==> config.mk <==
export PLATFORM = sky130hd
export DESIGN_NAME = fir_coef_ctrl
export DESIGN_NICKNAME = d
export VERILOG_FILES = /design/src/rtl/fir_pkg.sv /design/src/rtl/fir_coef_bank.sv /design/src/rtl/fir_coef_ctrl.sv
export SDC_FILE = /design/constraint.sdc
export NUM_CORES = 1
export LEC_CHECK = 0
export CELL_PAD_IN_SITES_DETAIL_PLACEMENT = 0
export CELL_PAD_IN_SITES_GLOBAL_PLACEMENT = 2
export CORE_UTILIZATION = 30
export DETAILED_ROUTE_END_ITERATION = 8
export DONT_BUFFER_PORTS = 1
export PLACE_DENSITY = 0.69
export SLEW_MARGIN = 15
export SYNTH_ARGS = -nofsm -noshare
export SYNTH_HDL_FRONTEND = slang
export SYNTH_SLANG_ARGS = --single-unit
export TNS_END_PERCENT = 10
==> constraint.sdc <==
create_clock -name clk_78MHz -period 41.2 [get_ports clk_78MHz]
set_input_delay 10.3 -clock clk_78MHz [delete_from_list [all_inputs] [get_ports clk_78MHz]]
set_output_delay 10.3 -clock clk_78MHz [all_outputs]
set_load 0.1 [all_outputs]
==> src/rtl/fir_pkg.sv <==
// Shared constants for the FIR coefficient loader.
// Frame format, state encoding and error codes.
package fir_pkg;

  localparam int N_TAPS = 16;
  localparam int COEF_W = 12;
  localparam int IDX_W = $clog2(N_TAPS);
  localparam logic [7:0] HDR_BYTE = 8'hA5;
  localparam int TIMEOUT_CYC_DEF = 1000000;

  typedef enum logic [2:0] {
    ST_IDLE    = 3'd0,
    ST_RX_LO   = 3'd1,
    ST_RX_HI   = 3'd2,
    ST_RX_CSUM = 3'd3,
    ST_COMMIT  = 3'd4,
    ST_FLUSH   = 3'd5
  } state_e;

  localparam logic [1:0] ERR_NONE = 2'b00;
  localparam logic [1:0] ERR_CSUM = 2'b01;
  localparam logic [1:0] ERR_TMO  = 2'b10;
  localparam logic [1:0] ERR_OVR  = 2'b11;

endpackage

==> src/rtl/fir_coef_bank.sv <==
// Shadow and active coefficient banks.
// Shadow is written per tap; commit copies it to the active bank.
module fir_coef_bank
  import fir_pkg::*;
(
  input  logic                       clk,
  input  logic                       rst,
  input  logic                       wr_en_i,
  input  logic [IDX_W-1:0]           wr_idx_i,
  input  logic [COEF_W-1:0]          wr_data_i,
  input  logic                       commit_i,
  output logic [N_TAPS*COEF_W-1:0]   coef_o
);

  logic [COEF_W-1:0] shd_q [N_TAPS];
  logic [COEF_W-1:0] act_q [N_TAPS];

  always_ff @(posedge clk or posedge rst) begin
    if (rst) begin
      for (int k = 0; k < N_TAPS; k++) begin
        shd_q[k] <= '0;
        act_q[k] <= '0;
      end
    end else begin
      if (wr_en_i)
        shd_q[wr_idx_i] <= wr_data_i;
      if (commit_i)
        for (int k = 0; k < N_TAPS; k++)
          act_q[k] <= shd_q[k];
    end
  end

  for (genvar k = 0; k < N_TAPS; k++) begin : g_flat
    assign coef_o[k*COEF_W +: COEF_W] = act_q[k];
  end

endmodule

==> src/rtl/fir_coef_ctrl.sv <==
// Framed coefficient loader: header, 16 x {lo, hi} bytes, XOR checksum.
// Commits on a good frame and gates the FIR enable around the commit.
module fir_coef_ctrl
  import fir_pkg::*;
#(
  parameter int TIMEOUT_CYC = TIMEOUT_CYC_DEF
) (
  input  logic                      clk_78MHz,
  input  logic                      rst,
  input  logic [7:0]                rx_data_i,
  input  logic                      rx_valid_i,
  input  logic                      run_i,
  output logic [N_TAPS*COEF_W-1:0]  coef_o,
  output logic                      en_fir_o,
  output logic                      busy_o,
  output logic                      load_done_o,
  output logic                      coef_valid_o,
  output logic [1:0]                err_o
);

  localparam int TW = $clog2(TIMEOUT_CYC + 1);

  state_e            state_q, state_d;
  logic [IDX_W-1:0]  idx_q, idx_d;
  logic [7:0]        lo_q, lo_d;
  logic [7:0]        csum_q, csum_d;
  logic [TW-1:0]     tmr_q, tmr_d;
  logic [1:0]        err_q, err_d;
  logic              ld_q, ld_d;
  logic              cv_q, cv_d;
  logic              en_q, en_d;
  logic              busy_q, busy_d;
  logic              wr_en;
  logic              commit;

  always_comb begin
    state_d = state_q;
    idx_d   = idx_q;
    lo_d    = lo_q;
    csum_d  = csum_q;
    tmr_d   = tmr_q;
    err_d   = err_q;
    ld_d    = 1'b0;
    cv_d    = cv_q;
    wr_en   = 1'b0;
    commit  = 1'b0;
    unique case (state_q)
      ST_IDLE: begin
        if (rx_valid_i && rx_data_i == HDR_BYTE) begin
          state_d = ST_RX_LO;
          err_d   = ERR_NONE;
          csum_d  = '0;
          idx_d   = '0;
          tmr_d   = '0;
        end
      end
      ST_RX_LO: begin
        if (rx_valid_i) begin
          lo_d    = rx_data_i;
          csum_d  = csum_q ^ rx_data_i;
          tmr_d   = '0;
          state_d = ST_RX_HI;
        end
      end
      ST_RX_HI: begin
        if (rx_valid_i) begin
          wr_en  = 1'b1;
          csum_d = csum_q ^ rx_data_i;
          tmr_d  = '0;
          if (idx_q == IDX_W'(N_TAPS - 1)) begin
            state_d = ST_RX_CSUM;
          end else begin
            idx_d   = idx_q + 1'b1;
            state_d = ST_RX_LO;
          end
        end
      end
      ST_RX_CSUM: begin
        if (rx_valid_i) begin
          tmr_d = '0;
          if (rx_data_i == csum_q) begin
            state_d = ST_COMMIT;
          end else begin
            err_d   = ERR_CSUM;
            state_d = ST_IDLE;
          end
        end
      end
      ST_COMMIT: begin
        commit  = 1'b1;
        ld_d    = 1'b1;
        cv_d    = 1'b1;
        state_d = ST_FLUSH;
        if (rx_valid_i) err_d = ERR_OVR;
      end
      ST_FLUSH: begin
        state_d = ST_IDLE;
        if (rx_valid_i) err_d = ERR_OVR;
      end
      default: state_d = ST_IDLE;
    endcase

    // Inter-byte watchdog; it is the only way out of a misframed stream
    if (!rx_valid_i && state_q inside {ST_RX_LO, ST_RX_HI, ST_RX_CSUM}) begin
      if (tmr_q == TW'(TIMEOUT_CYC - 1)) begin
        err_d   = ERR_TMO;
        state_d = ST_IDLE;
        tmr_d   = '0;
      end else begin
        tmr_d = tmr_q + 1'b1;
      end
    end

    en_d   = run_i && cv_d && !(state_d inside {ST_COMMIT, ST_FLUSH});
    busy_d = state_d inside {ST_RX_LO, ST_RX_HI, ST_RX_CSUM, ST_COMMIT};
  end

  always_ff @(posedge clk_78MHz or posedge rst) begin
    if (rst) begin
      state_q <= ST_IDLE;
      idx_q   <= '0;
      lo_q    <= '0;
      csum_q  <= '0;
      tmr_q   <= '0;
      err_q   <= ERR_NONE;
      ld_q    <= 1'b0;
      cv_q    <= 1'b0;
      en_q    <= 1'b0;
      busy_q  <= 1'b0;
    end else begin
      state_q <= state_d;
      idx_q   <= idx_d;
      lo_q    <= lo_d;
      csum_q  <= csum_d;
      tmr_q   <= tmr_d;
      err_q   <= err_d;
      ld_q    <= ld_d;
      cv_q    <= cv_d;
      en_q    <= en_d;
      busy_q  <= busy_d;
    end
  end

  fir_coef_bank u_bank (
    .clk       (clk_78MHz),
    .rst       (rst),
    .wr_en_i   (wr_en),
    .wr_idx_i  (idx_q),
    .wr_data_i ({rx_data_i[3:0], lo_q}),
    .commit_i  (commit),
    .coef_o    (coef_o)
  );

  assign en_fir_o     = en_q;
  assign busy_o       = busy_q;
  assign load_done_o  = ld_q;
  assign coef_valid_o = cv_q;
  assign err_o        = err_q;

endmodule
Yosys cells after proc, flatten, opt, wreduce, memory -nomap -nowiden:

Cells that the tools add are included.

* $add $sub $neg: 2
* multipliers: 0
* divide/modulo/power cells: 0
* $lt $le $gt $ge: 2
* eq/ne operators: 20
* shift-type cells: 0
* muxes and demuxes: 35
* bitwise logic cells: 2
* reductions and logical operators: 21

Operators with widths (count)
* 192-bit bitwise mux: 1
* 20-bit two-way mux: 4
* 12-bit demux with 4-bit select: 1
* 20-bit case mux with 2 select lines: 1
* 3-bit two-way mux: 7
* 20-bit by 1-bit adder with 20-bit output, second input constant: 1
* 20-bit equality test, second input constant: 1
* 8-bit two-way mux: 2
* 8-bit case mux with 2 select lines: 1
* 3-bit case mux with 5 select lines: 1
* 2-bit two-way mux: 7
* 3-bit by 2-bit equality test with 1-bit output, second input constant: 4
* 3-bit equality test, second input constant: 4
* 12-bit two-way mux: 1
* 4-bit two-way mux: 3
* 8-bit equality test: 1
* 8-bit equality test, second input constant: 1
* 4-bit case mux with 2 select lines: 1
* 8-bit bitwise XOR: 1
* 3-bit by 1-bit equality test with 1-bit output, second input constant: 2
* 2-bit inequality test, second input constant: 3
* 2-bit case mux with 3 select lines: 1
* 3-bit AND reduction: 2
* 2-bit nonzero test: 3
* 18 further kinds: 28

* register bits after elaboration: 433
* bits in latches: 0
* bits in writable memories: 0
* memory bits (read-only): 0
* input bits: 12
* output and inout bits: 198
* word-level logic and storage cells: 124
* memories: 0

Logic depth before layout (Yosys ltp):

Gate-level depths: netlist of the first run.

* depth in word-level cells: 10
* gate-level depth with buffers: 9
* gate-level depth less buffers: 6

Modules after synthesis:

A second synthesis of the first run with hierarchy kept.

* cells, all modules: 1122
* area, all modules: 17021.3 um^2

Modules (own cells, without submodules)
* fir_coef_bank: times used 1, cells an instance 842, area each 14391.3 um^2, seq. area each 9609.2 um^2
* fir_coef_ctrl: times used 1, cells an instance 280, area each 2630.0 um^2, seq. area each 1226.2 um^2

Worst setup path before layout of the first run:

No wires, ideal clock.

* path type: in2reg
* start point: in rx_data_i[3]
* end point: reg csum_q[0]
* setup time: 77 ps
* arrival time: 11411 ps
* data required time: 41123 ps
* setup slack: 29713 ps
* cell stages on the path: 6
* cell sequence: and4bb_2 -> nand4_1 -> a21o_1 -> or2_0 -> clkbuf_1 -> o21ai_1

* cells in the longest elaborated chain, start to end: 4

Ends and longest elaborated chain
* start: declaration: line fir_coef_ctrl.sv:10 `input logic [7:0] rx_data_i,`
* 8-bit equality test: line fir_coef_ctrl.sv:49 `if (rx_valid_i && rx_data_i == HDR_BYTE) begin`
* 1-bit logical AND: line fir_coef_ctrl.sv:49
* 2-bit inequality test (no line)
* 3-bit AND reduction (no line)
* end signal: assignment: line fir_coef_ctrl.sv:134 `csum_q <= csum_d;`
* end: declaration: line fir_coef_ctrl.sv:26 `logic [7:0] csum_q, csum_d;`

No other way between the ends.
A chain may end at the register's enable or synchronous reset.

==> impl_metrics.ini, run 1 <==
[outcome]
run_status = complete, no violations

[clock_network]
cts.clk_slew.worst_paths_ns = 0.06
ctsRootBufferMaster = sky130_fd_sc_hd__clkbuf_16
clock_path_buffers = 3
tritoncts_clock_tree = done
clock_sink_count = 433
cts_hold_repair.buffers = 0
cts-buffers-inserted = 48
cts.repair.resized = 0
insertion_delay_ns = 0.58
post_cts_buffers = 0
cts.htree.levels = 2

[synth]
ys.warnings.count = 0
post_synth_most_frequent_cells = 609 x sky130_fd_sc_hd__nand2_1, 433 x sky130_fd_sc_hd__dfrtp_1, 200 x sky130_fd_sc_hd__mux2_2
synthFlopType = sky130_fd_sc_hd__dfrtp_1
synth_fp_nets = 1558
synth.lib_cells_used.distinct = 58
synth_top_cell_by_area = sky130_fd_sc_hd__dfrtp_1
ys_seq_area_frac = 0.6271
proportion_of_synthesized_flip_flops_having_asynchronous_set_or_reset = 1.000
postSynthAreaPerCell_sq_um = 11.21
synthMostInstantiatedCell = sky130_fd_sc_hd__nand2_1
synth_largest_type_area_fraction = 0.6271
synth.cell_area_sq_um = 17280
post_synth_main_area_contributors = sky130_fd_sc_hd__dfrtp_1 63%, sky130_fd_sc_hd__nand2_1 13%, sky130_fd_sc_hd__mux2_2 13%
ys_ff_latch = 433
synth_cells = 1541
synth-edff-count = 0

[timing]
setup_viol = 0
finalClockSkew_ns = 0.01643
layout_worst_path_cycle_share = 0.3060
setup_total_negative_slack_ns = 0
finalWorstSetupSlack_ns = 28.59
grt_setup_unrepaired = false
fmax_ghz = 0.07932
timing_hold_violations_final = 0
tightestPinTransition_ns = 1.149
timing.final.crit_period_ns = 12.61
slew_headroom = 0.2339
timing.final.max_slew_violations = 0

[grt]
wire_length_of_the_first_global_routing_pass_um = 70930
antenna_found_initial = 7
grt_overflow_total = 0
grt_max_degree = 132
first_global_vias = 10949
grt.total_usage = 0.1583

[placement]
placement.setup.worst_slack_ns = 27.76
io_buffer_count = 0
dpl_cell_area_sq_um = 17880
globalplace.congestion = 0.7502
post-dp-hpwl_um = 27680

[drt]
viasPerCell = 4.643
iter_0_drt_violations = 609
routedWlPerCell_um = 19.73
routed_wirelength_um = 45660
drt_pass_1_iters = 5
vias = 10749
drc = 0
drtAntennaViolNets = 0

[setup_path]
worstPathArrival_ns = 13.21
rrSetupSlack_ns = 38.12
crit_path_frequent_cell = sky130_fd_sc_hd__buf_4
worstPathRequired_ns = 41.80
max_stage_delay_ns = 0.76
cp_cell_sequence = inv_8 > buf_4 > buf_4 > buf_4
crit_path_max_fanout = 131
timing.critical_path.slowest_stage_cell = sky130_fd_sc_hd__buf_4
critical_path_launch_point_type = primary input
criticalPathCategory = primary input to async pin
end_kind = async pin

[die]
rows = 87
initial_cell_density_of_the_core = 0.3053
top_level_ports = 210
chipHeight_um = 242.0
fp.dieArea_sq_um = 58560
die_x_extent_um = 242.0
coreArea_sq_um = 56600

[power]
combPwrFrac = 0.114
power_spent_charging_and_discharging_nets_mw = 0.3047
max-vdd-ir-drop_v = 0.00002459
leakagePower_nw = 10.07
p_per_area_nw_per_um2 = 56.82
sw_share = 0.2754
p_total_mw = 1.106
internal_power_mw = 0.8017
share_seq_of_total_power = 0.495
clock_power_share = 0.391

[cells_and_area]
drive_above_1_share = 0.2040
finish.net_count = 1535
finish.instance_area_sq_um = 19470
synthToLayoutAreaGrowth_pct = 12.69
final_util = 0.3440

[flow_run]
cap_viol_max_count = 0

[min_path]
hold_class = register to register
logic make-up (layout without fill, tap and decap cells):
group | after synthesis | after routing | synth area share
muxes | 200 | 200 | 0.1303
adders and majority gates | 5 | 5 | 0.003621
DFF | 433 | 433 | 0.6271
xor gates and xnor gates | 14 | 14 | 0.008183
buffers and inverters | 99 | 112 | 0.03034
and+or+nand+nor | 706 | 706 | 0.1712
AOI/OAI and AO/OA | 84 | 84 | 0.02925
other | 0 | 5 | 0
critical path: cells and delay by family:
family	cells	cell delay (ns)
buffers and inverters	4	2.75
flip-flops by register name (all words and copies together) (netlist names), 2 cells and up:
signal and flops:
err_o 2, csum_q 8, tmr_q 20, state_q 3
u_bank.shd_q 192, lo_q 8, idx_q 4, u_bank.coef_o 192
area by class of cell:
class | instances | area, sq um
Inverter | 10 | 50.05
Tap cell | 756 | 945.9
Fill cell | 5722 | 37130
Antenna cell | 5 | 12.51
Sequential cell | 433 | 10840
Clock inverter | 17 | 198.9
Clock buffer | 69 | 1381
Multi-Input combinational cell | 1009 | 5927
Timing Repair Buffer | 16 | 120.1
power by group through the flow:
stage / clock (mW) / sequential, mW / combinational [mW]
global placement: 0 / 0.554 / 0.126
CTS: 0.448 / 0.549 / 0.130
detailed placement: 0 / 0.556 / 0.130
finish: 0.432 / 0.548 / 0.126
global route: 0.465 / 0.558 / 0.140
floorplan: 0 / 0.538 / 0.0954
through the flow:
stage	hold slack [ns]	std cells
6_report	0.4491	2315
5_1_grt	0.4739	2310
4_1_cts	0.4505	2310
3_5_place_dp	0.4465	2224
3_3_place_gp	0.4432	2224
2_1_floorplan	0.4331	1541
path summary, 6_finish.rpt:
kind / start / endpoint / depth (start not counted)
min in group asynchronous: rst / load_done_o / 1
max in group clk_78MHz: u_bank.coef_o[71] / coef_o[71] / 0
worst min-delay path: u_bank.shd_q[12] / u_bank.coef_o[168] / 2
worst max-delay path: rst / u_bank.coef_o[83] / 4
worst min register to register: u_bank.shd_q[12] / u_bank.coef_o[168] / 2
worst max register to register: state_q[0] / u_bank.coef_o[135] / 6
routing by layer:
metal / wire length [um] / part of all wire / track usage
met4: 841 / 0.018 / 0.03797
met2: 20720 / 0.45 / 0.2465
met1: 20400 / 0.45 / 0.2103
met5: 0 / 0 / 0
met3: 3704 / 0.081 / 0.05528
cells in the final DEF (no fill, tap or decap), types with 9 or more instances in the layout:
master / netlist / final
sky130_fd_sc_hd__clkbuf_16: 0 / 49
sky130_fd_sc_hd__clkbuf_1: 43 / 12
sky130_fd_sc_hd__nand2b_1: 13 / 13
sky130_fd_sc_hd__a21oi_1: 14 / 14
sky130_fd_sc_hd__buf_4: 7 / 16
sky130_fd_sc_hd__clkinv_2: 0 / 9
sky130_fd_sc_hd__o21ai_1: 9 / 9
sky130_fd_sc_hd__xor2_1: 11 / 11
sky130_fd_sc_hd__nand3_1: 12 / 12
sky130_fd_sc_hd__nor2_1: 20 / 20
sky130_fd_sc_hd__mux2_2: 200 / 200
sky130_fd_sc_hd__a31oi_1: 14 / 14
sky130_fd_sc_hd__nand2_1: 609 / 608
sky130_fd_sc_hd__dfrtp_1: 433 / 433
sky130_fd_sc_hd__o21ai_0: 26 / 26
(Power assumes the default switching activity.)
==> inputs of run 2 (changes only) <==
Settings changed: PLACE_DENSITY 0.69 to 0.71.
Clock period 41.2 ns to 10.5 ns, I/O delays scaled along.
==> run 2 against run 1 <==
  * Routed wire length hardly changed
  * Flip-flop and latch count unchanged
  * Worst setup slack lost 22 ns
  * Clock skew increased by 0.025 ns
  * Utilization hardly changed
  * First-iteration DRC count fell by 13%
  * Sequential power grew to 4.0 times the previous value
  * Clock power rose to 4.0 times the previous value
  * Critical endpoint is now coef_o[73]
  * Highest routed layer unchanged
==> impl_metrics.ini, run 2 (synthesized netlist as in run 1, its figures left out) <==
[outcome]
run_status = complete, no violations

[clock_network]
insertion_delay_ns = 0.61
cts.repair.resized = 0
tritoncts_clock_tree = done
clock_sink_count = 433
ctsRootBufferMaster = sky130_fd_sc_hd__clkbuf_16
cts.htree.levels = 2
post_cts_buffers = 0
cts_hold_repair.buffers = 0
clock_path_buffers = 3
cts-buffers-inserted = 46
cts.clk_slew.worst_paths_ns = 0.06

[die]
initial_cell_density_of_the_core = 0.3053
top_level_ports = 210
coreArea_sq_um = 56600
rows = 87
fp.dieArea_sq_um = 58560
die_x_extent_um = 242.0
chipHeight_um = 242.0

[power]
combPwrFrac = 0.106
p_per_area_nw_per_um2 = 224.4
sw_share = 0.2754
leakagePower_nw = 10.06
share_seq_of_total_power = 0.500
p_total_mw = 4.373
clock_power_share = 0.394
power_spent_charging_and_discharging_nets_mw = 1.204
internal_power_mw = 3.169
max-vdd-ir-drop_v = 0.0001215

[flow_run]
cap_viol_max_count = 0

[grt]
grt_max_degree = 152
wire_length_of_the_first_global_routing_pass_um = 70560
antenna_found_initial = 2
grt.total_usage = 0.1577
grt_overflow_total = 0
first_global_vias = 10925

[placement]
placement.setup.worst_slack_ns = 5.899
post-dp-hpwl_um = 27700
globalplace.congestion = 0.7612
dpl_cell_area_sq_um = 17870
io_buffer_count = 0

[drt]
routedWlPerCell_um = 19.81
drt_pass_1_iters = 4
met2_length_um = 20720
routed_wirelength_um = 45690
routed-wl-met3_um = 3379
top_layer_used = met4
drc = 0
iter_0_drt_violations = 528
met1Wirelength_um = 20550
drtAntennaViolNets = 0
viasPerCell = 4.626
vias = 10667

[timing]
setup_viol = 0
timing.final.crit_period_ns = 4.248
slew_headroom = 0.2554
tightestPinTransition_ns = 1.117
layout_worst_path_cycle_share = 0.4046
finalClockSkew_ns = 0.04191
timing.final.max_slew_violations = 0
setup_total_negative_slack_ns = 0
finalWorstSetupSlack_ns = 6.252
fmax_ghz = 0.2354
timing_hold_violations_final = 0
grt_setup_unrepaired = false

[cells_and_area]
synthToLayoutAreaGrowth_pct = 12.79
layout.cells.most_common_list = 608 x sky130_fd_sc_hd__nand2_1, 432 x sky130_fd_sc_hd__dfrtp_1, 200 x sky130_fd_sc_hd__mux2_2
finish.net_count = 1531
drive_above_1_share = 0.2032
num_antenna_cells = 0
finish.instance_area_sq_um = 19490
layout.filler_cells = 5723
layout.cells.most_common = sky130_fd_sc_hd__nand2_1

[setup_path]
critical_path_cell_count = 0
regToRegEndpoint = u_bank.coef_o[154]
criticalPathCategory = register to output pin
worstPathArrival_ns = 1.62
rrSetupSlack_ns = 7.05
critical_path.reg2reg.startpoint = state_q[0]
setup.worst_path.start = u_bank.coef_o[73]
end_kind = output pin
worst_setup_path_endpoint = coef_o[73]
crit_path_max_fanout = 2
critical_path_launch_point_type = register
reg2regPathDepth = 6
worstPathRequired_ns = 7.88

[min_path]
hold_class = register to register
run 2: area by class of cell:
type | instances | area (sq um) | area share
clock buffers | 64 | 1289 | 0.06613
multi-input cells | 1009 | 5927 | 0.3041
repair buffers | 14 | 117.6 | 0.006035
well taps | 756 | 945.9 | 0.04854
flip-flops and latches | 433 | 10840 | 0.5560
inverters | 10 | 46.29 | 0.002375
clock inverters | 20 | 326.6 | 0.01676
run 2: power by group through the flow:
stage / registers [mW] / clock network, mW / logic, mW
2_1_floorplan: 2.11 / 0 / 0.375
3_3_place_gp: 2.21 / 0 / 0.463
3_5_place_dp: 2.22 / 0 / 0.475
4_1_cts: 2.19 / 1.78 / 0.475
5_1_grt: 2.22 / 1.85 / 0.511
6_report: 2.19 / 1.72 / 0.462
run 2: routing by layer:
layer / vias up / global-route usage
met5: - / 0
met4: 0 / 0.04356
met3: 68 / 0.05173
met2: 233 / 0.2459
met1: 5406 / 0.2092
li1: 4960 / -
run 2: how the worst min path moves through the flow:
stage | from | to | slack (ns) | cells after the start
after floorplan | u_bank.shd_q[180] | u_bank.coef_o[0] | 0.43 | 2
after global placement | u_bank.shd_q[2] | u_bank.coef_o[182] | 0.44 | 2
after detailed placement | u_bank.shd_q[57] | u_bank.coef_o[141] | 0.44 | 2
after CTS | u_bank.shd_q[70] | u_bank.coef_o[130] | 0.45 | 2
after global routing | u_bank.shd_q[70] | u_bank.coef_o[130] | 0.46 | 2
final | u_bank.shd_q[70] | u_bank.coef_o[130] | 0.44 | 2
run 2: through the flow:
step | std cells | hold WS [ns] | utilization
floorplan | 1541 | 0.4331 | -
global placement | 2222 | 0.4419 | 0.3157
detailed placement | 2222 | 0.4447 | 0.3158
CTS | 2306 | 0.4480 | 0.3443
global route | 2306 | 0.4649 | 0.3443
finish | 2306 | 0.4419 | 0.3443
==> inputs of run 3 (changes only) <==
Settings changed: PLACE_DENSITY 0.71 to 0.69.
Clock period 10.5 ns to 4.24 ns, I/O delays scaled along.
==> run 3 against run 2 <==
  * First-iteration DRC count rose by 0.19%
  * Non-clock buffer count is 5 higher
  * Global-route usage grew 0.12 points
  * Register-to-register slack lost 5.3 ns
  * Clock-buffer cell count up 8
  * Critical path type unchanged
  * Highest routed layer unchanged
  * Via count shrank 0.10%
  * Sequential power up 150%
==> impl_metrics.ini, run 3 (synthesized netlist as in run 1, its figures left out) <==
[outcome]
run_status = complete, no violations

[cells_and_area]
layout.cells.most_common_list = 608 x sky130_fd_sc_hd__nand2_1, 433 x sky130_fd_sc_hd__dfrtp_1, 200 x sky130_fd_sc_hd__mux2_2
finish.net_count = 1539
finish.instance_area_sq_um = 19740
layout.cells.most_common = sky130_fd_sc_hd__nand2_1
layout.filler_cells = 5721
drive_above_1_share = 0.2119
area.sequential_sq_um = 10840
synthToLayoutAreaGrowth_pct = 14.22
multi_input_gate_area_in_the_final_layout_sq_um = 5927

[timing]
grt_setup_unrepaired = false
finalWorstSetupSlack_ns = 1.541
tightestPinTransition_ns = 1.188
setup_total_negative_slack_ns = 0
finalClockSkew_ns = 0.02010
timing.final.crit_period_ns = 2.699
layout_worst_path_cycle_share = 0.6365
slew_headroom = 0.2078
setup_viol = 0
timing.final.max_slew_violations = 0
timing_hold_violations_final = 0
fmax_ghz = 0.3706

[drt]
routedWlPerCell_um = 19.90
met1Wirelength_um = 21210
iter_0_drt_violations = 529
viasPerCell = 4.595
routed-wl-met3_um = 3212
met2_length_um = 20970
drc = 0
top_layer_used = met4
routed_wirelength_um = 46160
drtAntennaViolNets = 0
vias = 10656
drt_pass_1_iters = 4

[grt]
grt_overflow_total = 0
grt.total_usage = 0.1590
grt_max_degree = 196
antenna_found_initial = 2
first_global_vias = 11002
wire_length_of_the_first_global_routing_pass_um = 71280

[clock_network]
clock_path_buffers = 3
cts.repair.resized = 0
cts-buffers-inserted = 49
ctsRootBufferMaster = sky130_fd_sc_hd__clkbuf_16
clock_sink_count = 433
insertion_delay_ns = 0.59
tritoncts_clock_tree = done
cts.clk_slew.worst_paths_ns = 0.06
post_cts_buffers = 0
cts.htree.levels = 2
cts_hold_repair.buffers = 0

[placement]
io_buffer_count = 0
dpl_cell_area_sq_um = 17980
post-dp-hpwl_um = 28160
placement.setup.worst_slack_ns = 1.652
globalplace.congestion = 0.7248

[die]
coreArea_sq_um = 56600
chipHeight_um = 242.0
top_level_ports = 210
rows = 87
fp.dieArea_sq_um = 58560
die_x_extent_um = 242.0
initial_cell_density_of_the_core = 0.3053

[setup_path]
worstPathRequired_ns = 3.18
regToRegEndpoint = tmr_q[11]
end_kind = output pin
rrSetupSlack_ns = 1.72
critical_path_launch_point_type = register
critical_path.reg2reg.startpoint = tmr_q[0]
crit_path_max_fanout = 4
reg2regPathDepth = 6
criticalPathCategory = register to output pin
worstPathArrival_ns = 1.64

[power]
leakagePower_nw = 10.21
p_per_area_nw_per_um2 = 559.5
p_total_mw = 11.04
max-vdd-ir-drop_v = 0.0002901

[flow_run]
cap_viol_max_count = 0

[min_path]
hold_class = primary input to async pin
[run 3: how the worst max path moves through the flow]
stage / endpoint / slack [ns] / cells after the start / start
6_report: err_o[0] / 1.54 / 0 / err_o[0]
3_3_place_gp: u_bank.shd_q[112] / 1.66 / 4 / rx_valid_i
2_1_floorplan: busy_o / -2.67 / 1 / rst
4_1_cts: err_o[0] / 1.48 / 0 / err_o[0]
3_5_place_dp: u_bank.shd_q[118] / 1.65 / 4 / rx_valid_i
5_1_grt: err_o[0] / 1.48 / 0 / err_o[0]
[run 3: cell type report]
| class | instances | area share |
|---|---|---|
| clock buffers | 72 | 0.07569 |
| diodes | 1 | 0.0001268 |
| inverters | 10 | 0.002346 |
| well taps | 756 | 0.04793 |
| repair buffers | 19 | 0.01166 |
| flip-flops and latches | 433 | 0.5490 |
| multi-input cells | 1009 | 0.3003 |
| clock inverters | 19 | 0.01293 |
[run 3: where the power goes]
| group | internal (mW) | total (mW) | switching [mW] |
|---|---|---|---|
| sequential | 4.75 | 5.41 | 0.665 |
| combinational | 0.586 | 1.13 | 0.541 |
| clock | 2.75 | 4.50 | 1.75 |
[run 3: metal layers]
layer,vias up,global-route usage
li1,4991,-
met1,5404,0.2127
met2,206,0.2470
met3,55,0.05439
met4,0,0.03686
met5,-,0
[run 3: stage by stage]
step             util  hold slack [ns]  cells
2_1_floorplan       -           0.4331   1541
4_1_cts        0.3486           0.4039   2318
3_5_place_dp   0.3177           0.4444   2227
6_report       0.3487           0.4358   2319
5_1_grt        0.3486           0.4436   2318
3_3_place_gp   0.3177           0.4412   2227
